$ cat config.mk
export PLATFORM = sky130hd
export DESIGN_NAME = digit_serial_add_ctrl
export DESIGN_NICKNAME = d
export VERILOG_FILES = /design/src/rtl/digit_serial_add_ctrl.sv
export SDC_FILE = /design/constraint.sdc
export NUM_CORES = 1
export LEC_CHECK = 0
export ABC_CLOCK_PERIOD_IN_PS = 3100
export CAP_MARGIN = 20
export CORE_AREA = 2 2 85 87
export CTS_CLUSTER_DIAMETER = 120
export DETAILED_ROUTE_END_ITERATION = 16
export DIE_AREA = 0 0 87 89
export GPL_ROUTABILITY_DRIVEN = 0
export PLACE_DENSITY = 0.69
export SLEW_MARGIN = 20
export SYNTH_ARGS = -nofsm -noshare
export SYNTH_HDL_FRONTEND = slang
export SYNTH_SLANG_ARGS = --single-unit
$ cat constraint.sdc
create_clock -name Clk -period 3.1 [get_ports Clk]
set_input_delay 0.31 -clock Clk [delete_from_list [all_inputs] [get_ports Clk]]
set_output_delay 0.31 -clock Clk [all_outputs]
set_load 0.02 [all_outputs]
$ cat src/rtl/digit_serial_add_ctrl.sv
// Digit-serial adder/subtractor: one shared 4-bit carry-lookahead slice processes
// WIDTH/4 nibbles LSB first, under a three-state IDLE/ADD/DONE controller.
module digit_serial_add_ctrl #(
    parameter int unsigned WIDTH = 16
) (
    input  logic             Clk,
    input  logic             Reset_n,
    input  logic             Run,
    input  logic             Sub,
    input  logic [WIDTH-1:0] A,
    input  logic [WIDTH-1:0] B,
    output logic [WIDTH-1:0] S,
    output logic             Cout,
    output logic             Ovf,
    output logic             Busy,
    output logic             Done
);

    localparam int unsigned N    = WIDTH / 4;
    localparam int unsigned IdxW = $clog2(N);

    typedef enum logic [1:0] {StIdle, StAdd, StDone} state_e;

    state_e           state_q, state_d;
    logic [WIDTH-1:0] a_q, a_d;
    logic [WIDTH-1:0] b_q, b_d;
    logic [WIDTH-1:0] s_q, s_d;
    logic [IdxW-1:0]  idx_q, idx_d;
    logic             carry_q, carry_d;
    logic             cout_q, cout_d;
    logic             ovf_q, ovf_d;

    logic [IdxW+1:0]  base;
    logic [3:0]       nib_a, nib_b, g, p, sum;
    logic [4:0]       c;
    logic             last;

    assign base = {idx_q, 2'b00};
    assign last = (idx_q == IdxW'(N - 1));

    // Shared 4-bit carry-lookahead slice
    always_comb begin
        nib_a = a_q[base +: 4];
        nib_b = b_q[base +: 4];
        g     = nib_a & nib_b;
        p     = nib_a ^ nib_b;
        c[0]  = carry_q;
        c[1]  = g[0] | (p[0] & c[0]);
        c[2]  = g[1] | (p[1] & g[0]) | (p[1] & p[0] & c[0]);
        c[3]  = g[2] | (p[2] & g[1]) | (p[2] & p[1] & g[0]) | (p[2] & p[1] & p[0] & c[0]);
        c[4]  = g[3] | (p[3] & g[2]) | (p[3] & p[2] & g[1]) | (p[3] & p[2] & p[1] & g[0])
              | (p[3] & p[2] & p[1] & p[0] & c[0]);
        sum   = p ^ c[3:0];
    end

    // State register
    always_ff @(posedge Clk or negedge Reset_n) begin
        if (!Reset_n) begin
            state_q <= StIdle;
        end else begin
            state_q <= state_d;
        end
    end

    // Next-state logic
    always_comb begin
        state_d = state_q;
        unique case (state_q)
            StIdle:  if (Run)  state_d = StAdd;
            StAdd:   if (last) state_d = StDone;
            StDone:  if (!Run) state_d = StIdle;
            default: state_d = StIdle;
        endcase
    end

    // Outputs decoded from the state register alone
    always_comb begin
        Busy = 1'b0;
        Done = 1'b0;
        unique case (state_q)
            StAdd:   Busy = 1'b1;
            StDone:  Done = 1'b1;
            default: ;
        endcase
    end

    // Datapath next-state; subtraction is A + ~B + 1 with the +1 seeded as carry-in
    always_comb begin
        a_d     = a_q;
        b_d     = b_q;
        s_d     = s_q;
        idx_d   = idx_q;
        carry_d = carry_q;
        cout_d  = cout_q;
        ovf_d   = ovf_q;
        unique case (state_q)
            StIdle: begin
                if (Run) begin
                    a_d     = A;
                    b_d     = B ^ {WIDTH{Sub}};
                    carry_d = Sub;
                    idx_d   = '0;
                    s_d     = '0;
                    cout_d  = 1'b0;
                    ovf_d   = 1'b0;
                end
            end
            StAdd: begin
                s_d[base +: 4] = sum;
                carry_d        = c[4];
                idx_d          = idx_q + IdxW'(1);
                if (last) begin
                    cout_d = c[4];
                    ovf_d  = c[3] ^ c[4];
                end
            end
            default: ;
        endcase
    end

    always_ff @(posedge Clk or negedge Reset_n) begin
        if (!Reset_n) begin
            a_q     <= '0;
            b_q     <= '0;
            s_q     <= '0;
            idx_q   <= '0;
            carry_q <= 1'b0;
            cout_q  <= 1'b0;
            ovf_q   <= 1'b0;
        end else begin
            a_q     <= a_d;
            b_q     <= b_d;
            s_q     <= s_d;
            idx_q   <= idx_d;
            carry_q <= carry_d;
            cout_q  <= cout_d;
            ovf_q   <= ovf_d;
        end
    end

    assign S    = s_q;
    assign Cout = cout_q;
    assign Ovf  = ovf_q;

endmodule

* Word-level counts from Yosys, hierarchy flattened
Index checks and enable logic that the tools add are counted.
** Operators by class
- Eq/ne operators :: 6
- $mul :: 0
- Add/subtract/negate cells :: 2
- Order comparisons :: 0
- Shifts and indexed selects :: 4
- Reductions and logical operators :: 6
- Div/mod/pow operators :: 0
- Multiplexer cells :: 18
- Bitwise logic cells :: 31
** Operator list (count)
- $pmux 16 s2 :: 1
- $shiftx 16x5->4 :: 2
- $and 1x1->1 :: 16
- $bwmux 16 :: 1
- $mux 16 :: 1
- $shift 4x6->16 const A :: 1
- $shiftx 4x6->16 :: 1
- $xor 16x16->16 :: 1
- $or 1x1->1 :: 10
- $mux 2 :: 4
- $xor 4x4->4 :: 2
- $mux 1 :: 6
- $ne 2x2->1 const B :: 3
- $neg 4->6 :: 1
- $pmux 1 s2 :: 3
- $pmux 2 s3 :: 1
- $reduce_and 3->1 :: 2
- $and 4x4->4 :: 1
- $eq 2x2->1 const B :: 2
- $pmux 2 s2 :: 1
- $reduce_and 2->1 :: 2
- $add 2x1->2 const B :: 1
- $eq 2x1->1 const B :: 1
- $logic_not 2->1 :: 1
- 2 further kinds :: 2
** Storage, ports and cells
- Input bits :: 36
- Register bits :: 55
- Memories kept :: 0
- Logic and storage cells :: 75
- Bits in latches :: 0
- Bits in writable memories :: 0
- Output and inout port bits :: 20
- Memory bits (read-only) :: 0

* Longest topological paths before layout
- Depth in word-level cells :: 10
- Mapped depth :: 7
- Mapped depth without buffers :: 6

* Worst setup path after synthesis
OpenSTA, ideal clock, no wires.
- Path kind :: register to register
- Start point :: reg idx_q[0]
- End point :: reg s_q[11], in the netlist S[11]
- Period minus slack after synthesis :: 2.500 ns
- Required time :: 2.979 ns
- Cell stages (with the launch flop) :: 8
- Slack :: 0.600 ns
- Path buffers :: 1
- Arrival time :: 2.379 ns
- Setup time :: 0.121 ns
- Cells stage by stage :: dfrtp_1 > buf_4 > mux4_2 > ha_1 > a211oi_1 > o21bai_2 > xor2_1 > a22o_1
** Between the ends
- Cells in the longest elaborated chain, start to end :: 10
- Elaborated cells between the ends (all ways) :: 25
- Classes of those cells :: add/sub: 1; shift: 4; mux: 2; bitwise: 18
** Ends and longest elaborated chain
- from (decl) :: line 28 : logic [IdxW-1:0] idx_q, idx_d;
- from (signal assigned) :: line 134 : idx_q <= idx_d;
- $shiftx 16x5->4, on equally long branches :: line 43, 44
- $xor 4x4->4 / $and 4x4->4 (equally long branches) :: line 46, 45
- $and 1x1->1 :: line 50 : c[3] = g[2] | (p[2] & g[1]) | (p[2] & p[1] & g[0]) | (p[2] & p[1] & p[0] & c[0]);
- $or 1x1->1 / $and 1x1->1 (equally long branches) (2 in a row) :: line 50
- $or 1x1->1 :: line 50
- $xor 4x4->4 :: line 53 : sum = p ^ c[3:0];
- $shiftx 4x6->16 :: line 109 : s_d[base +: 4] = sum;
- $bwmux 16 * :: line 109
- $pmux 16 s2 * :: line 96 : unique case (state_q)
- to (signal assigned) :: line 125 : s_q <= '0;
- to (signal assigned) :: line 133 : s_q <= s_d;
- to (decl) :: line 27 : logic [WIDTH-1:0] s_q, s_d;
Mark *: on every way between the ends. The rest lies on a longest branch, timed or not.
A chain may end at the register's enable or synchronous reset.

* Worst setup path in the final report
- Start point :: reg idx_q[0]
- End point :: reg s_q[7], in the netlist S[7]
Same word-level chain as after synthesis.

==> impl_metrics.py <==
metrics = {
    "run_status": {
        "status": "finished, final reports clean",
    },
    "timing": {
        "rsz0062_at_grt": "no",
        "finalSetupTns_ps": 0,
        "relSlewSlack_pct": 36.6,
        "skew_ps": 9.57,
        "timing.fmax_ghz": 0.372,
        "worst_pin_slew_ps": 949,
        "report.final.slew_viol_count": 0,
        "fin_crit_ps": 2690,
        "hold_viol": 0,
        "setup_viol": 0,
        "timing.final.crit_share_pct": 86.7,
    },
    "logic_synthesis": {
        "synth_edf_count": 0,
        "ys_types": 30,
        "synth.top_cell.area_share_pct": 51.4,
        "netlist_area_mm2": 0.00268,
        "yosysTopAreaCell": "dfrtp_1",
        "avgSynthCellArea_um2": 12.8,
        "synthArstFlopShare_pct": 100,
        "synth-seq-area-share_pct": 51.4,
        "synthesis.nets": 256,
        "yosys_warnings": 0,
        "synth_area_leaders": "dfrtp_1 (51%), mux2_2 (7.1%), mux4_2 (6.7%)",
        "yosys_most_used_dff": "dfrtp_1",
        "synth-seq-cells": 55,
        "syn_inst": 210,
    },
    "cells_and_area": {
        "fin_area_mm2": 0.00340,
        "syn_to_final_growth_pct": 26.9,
        "n_antenna_cell": 0,
        "final_layout_size_suffix_gt1_share_pct": 16.1,
        "final_common_cell": "dfrtp_1",
        "final_nets": 312,
        "layout_common_cells": "dfrtp_1 (55), clkdlybuf4s50_1 (54), nor2_1 (20), a21oi_1 (18)",
    },
    "worst_setup_path": {
        "worstSetupStartpointType": "register",
        "cp_data_arrival_time_ps": 2940,
        "path_class": "reg2reg",
        "required_ps": 3360,
        "critical_path.endpoint_type": "register",
        "cp_max_fo": 8,
    },
    "placed_design": {
        "io_buffers": 55,
        "hpwl_um": 3900,
        "postPlaceCellArea_mm2": 0.00327,
    },
    "drt": {
        "antenna_left": 0,
        "drc_errors": 0,
        "first_pass_iters": 5,
        "via_per_inst": 5.15,
        "vias": 1787,
        "wl_per_cell_um": 15.2,
        "first_iter_violations": 101,
        "wirelength_um": 5260,
    },
    "global_routing": {
        "grt_pass1_vias": 1787,
        "grt_pass1_wl_um": 8700,
        "grt_antenna_before_repair": 0,
        "grt_max_degree": 52,
        "grt_overflow_total": 0,
        "grt_usage_pct": 14.5,
    },
    "floorplanning": {
        "die-height_um": 89,
        "rows": 30,
        "io_pins": 56,
        "dieArea_mm2": 0.00774,
        "core_area_mm2": 0.00672,
        "die_w_um": 87,
        "initial_core_util_pct": 39.9,
    },
    "worst_hold_path": {
        "hp-class": "in2async",
    },
    "clocking": {
        "cts_made_buffers": 5,
        "cts_buffer_depth": 2,
        "clk_latency_ps": 310,
        "cts_resized": 0,
        "cts_hold_buffers": 1,
        "cts_root_buf": "clkbuf_8",
        "cts.clk_slew.worst_paths_ps": 100,
        "postCtsSetupBuffers": 0,
        "htree_levels": 2,
        "tritoncts": "done",
        "cts_num_sinks": 55,
    },
    "pwr": {
        "p_leak_nw": 1.42,
        "peakVddDrop_mv": 0.580,
        "power_density_mw_per_mm2": 1160,
    },
    "job": {
        "maxCapViolations": 0,
    },
}
metal layers:
layer | vias to the layer above | GRT usage [%] | wire [µm]
met5 | - | 0 | 0
met4 | 0 | 3.84 | 33
met3 | 4 | 3.14 | 212
met2 | 42 | 24.3 | 2550
met1 | 883 | 19.2 | 2470
li1 | 858 | - | -
through the flow:
step / worst slack (ps) / instances / power (W) / utilization, % / hold WS, ps
6_report: 412 / 347 / 0.00395 / 50.6 / 479
4_1_cts: 349 / 347 / 0.00396 / 50.6 / 494
2_1_floorplan: 600 / 210 / 0.00280 / - / 14.4
3_3_place_gp: 544 / 338 / 0.00339 / 48.7 / 289
3_5_place_dp: 440 / 338 / 0.00346 / 48.7 / 284
5_1_grt: 170 / 347 / 0.00423 / 50.6 / 530
layout make-up:
type	instances	area, µm²
Clock buffer	6	82.6
Clock inverter	2	35.0
Fill cell	605	3320
Inverter	4	15.0
Multi-Input combinational cell	141	1210
Sequential cell	55	1380
Tap cell	80	100
Timing Repair Buffer	59	578
cell usage after synthesis, types with 3 or more instances:
cell / count
a21o_1: 3
a21oi_1: 18
a22o_1: 16
buf_4: 5
dfrtp_1: 55
ha_1: 9
inv_1: 4
mux2_2: 17
mux4_2: 8
nand2_1: 12
nor2_1: 20
o21ai_0: 5
xnor2_1: 17
critical path, stage by stage, from the launching register on:
cell and delay [ps]:
dfrtp_1 630, mux4_2 620, ha_1 350, a211oi_1 330, o21bai_2 160, xor2_1 340, a22o_1 200
cell families (layout without fill, tap and decap cells):
group / count (synthesis) / in the layout / share of synthesized area (%)
DFF: 55 / 55 / 51.4
and+or+nand+nor: 39 / 39 / 8.03
AOI/OAI and AO/OA: 47 / 47 / 11.9
xor gates and xnor gates: 19 / 19 / 6.21
muxes: 26 / 26 / 14.2
adders and majority gates: 10 / 10 / 4.95
buffers and inverters: 14 / 71 / 3.32
flip-flops by register name, indices dropped and copies added, names as in the netlist:
signal	flops
S	16
a_q	16
b_q	16
idx_q	2
state_q	2
Cout	1
Ovf	1
carry_q	1
worst paths after layout:
kind / from / endpoint / slack, ps / cells after the start
min reg2reg: S[5] / S[5] / 500 / 1
max: idx_q[0] / S[7] / 410 / 6
min in group Clk: S[5] / S[5] / 500 / 1
min: Reset_n / a_q[1] / 480 / 2
max reg2reg: idx_q[0] / S[7] / 410 / 6
max in group asynchronous: Reset_n / b_q[4] / 1830 / 3
report_power, final:
| part | internal [W] | switching [W] | total, W |
|---|---|---|---|
| registers | 0.00104 | 0.000253 | 0.00129 |
| logic | 0.00101 | 0.00116 | 0.00217 |
| clock network | 0.000262 | 0.000228 | 0.000489 |
Note: power is estimated with default switching activity, not from simulation.
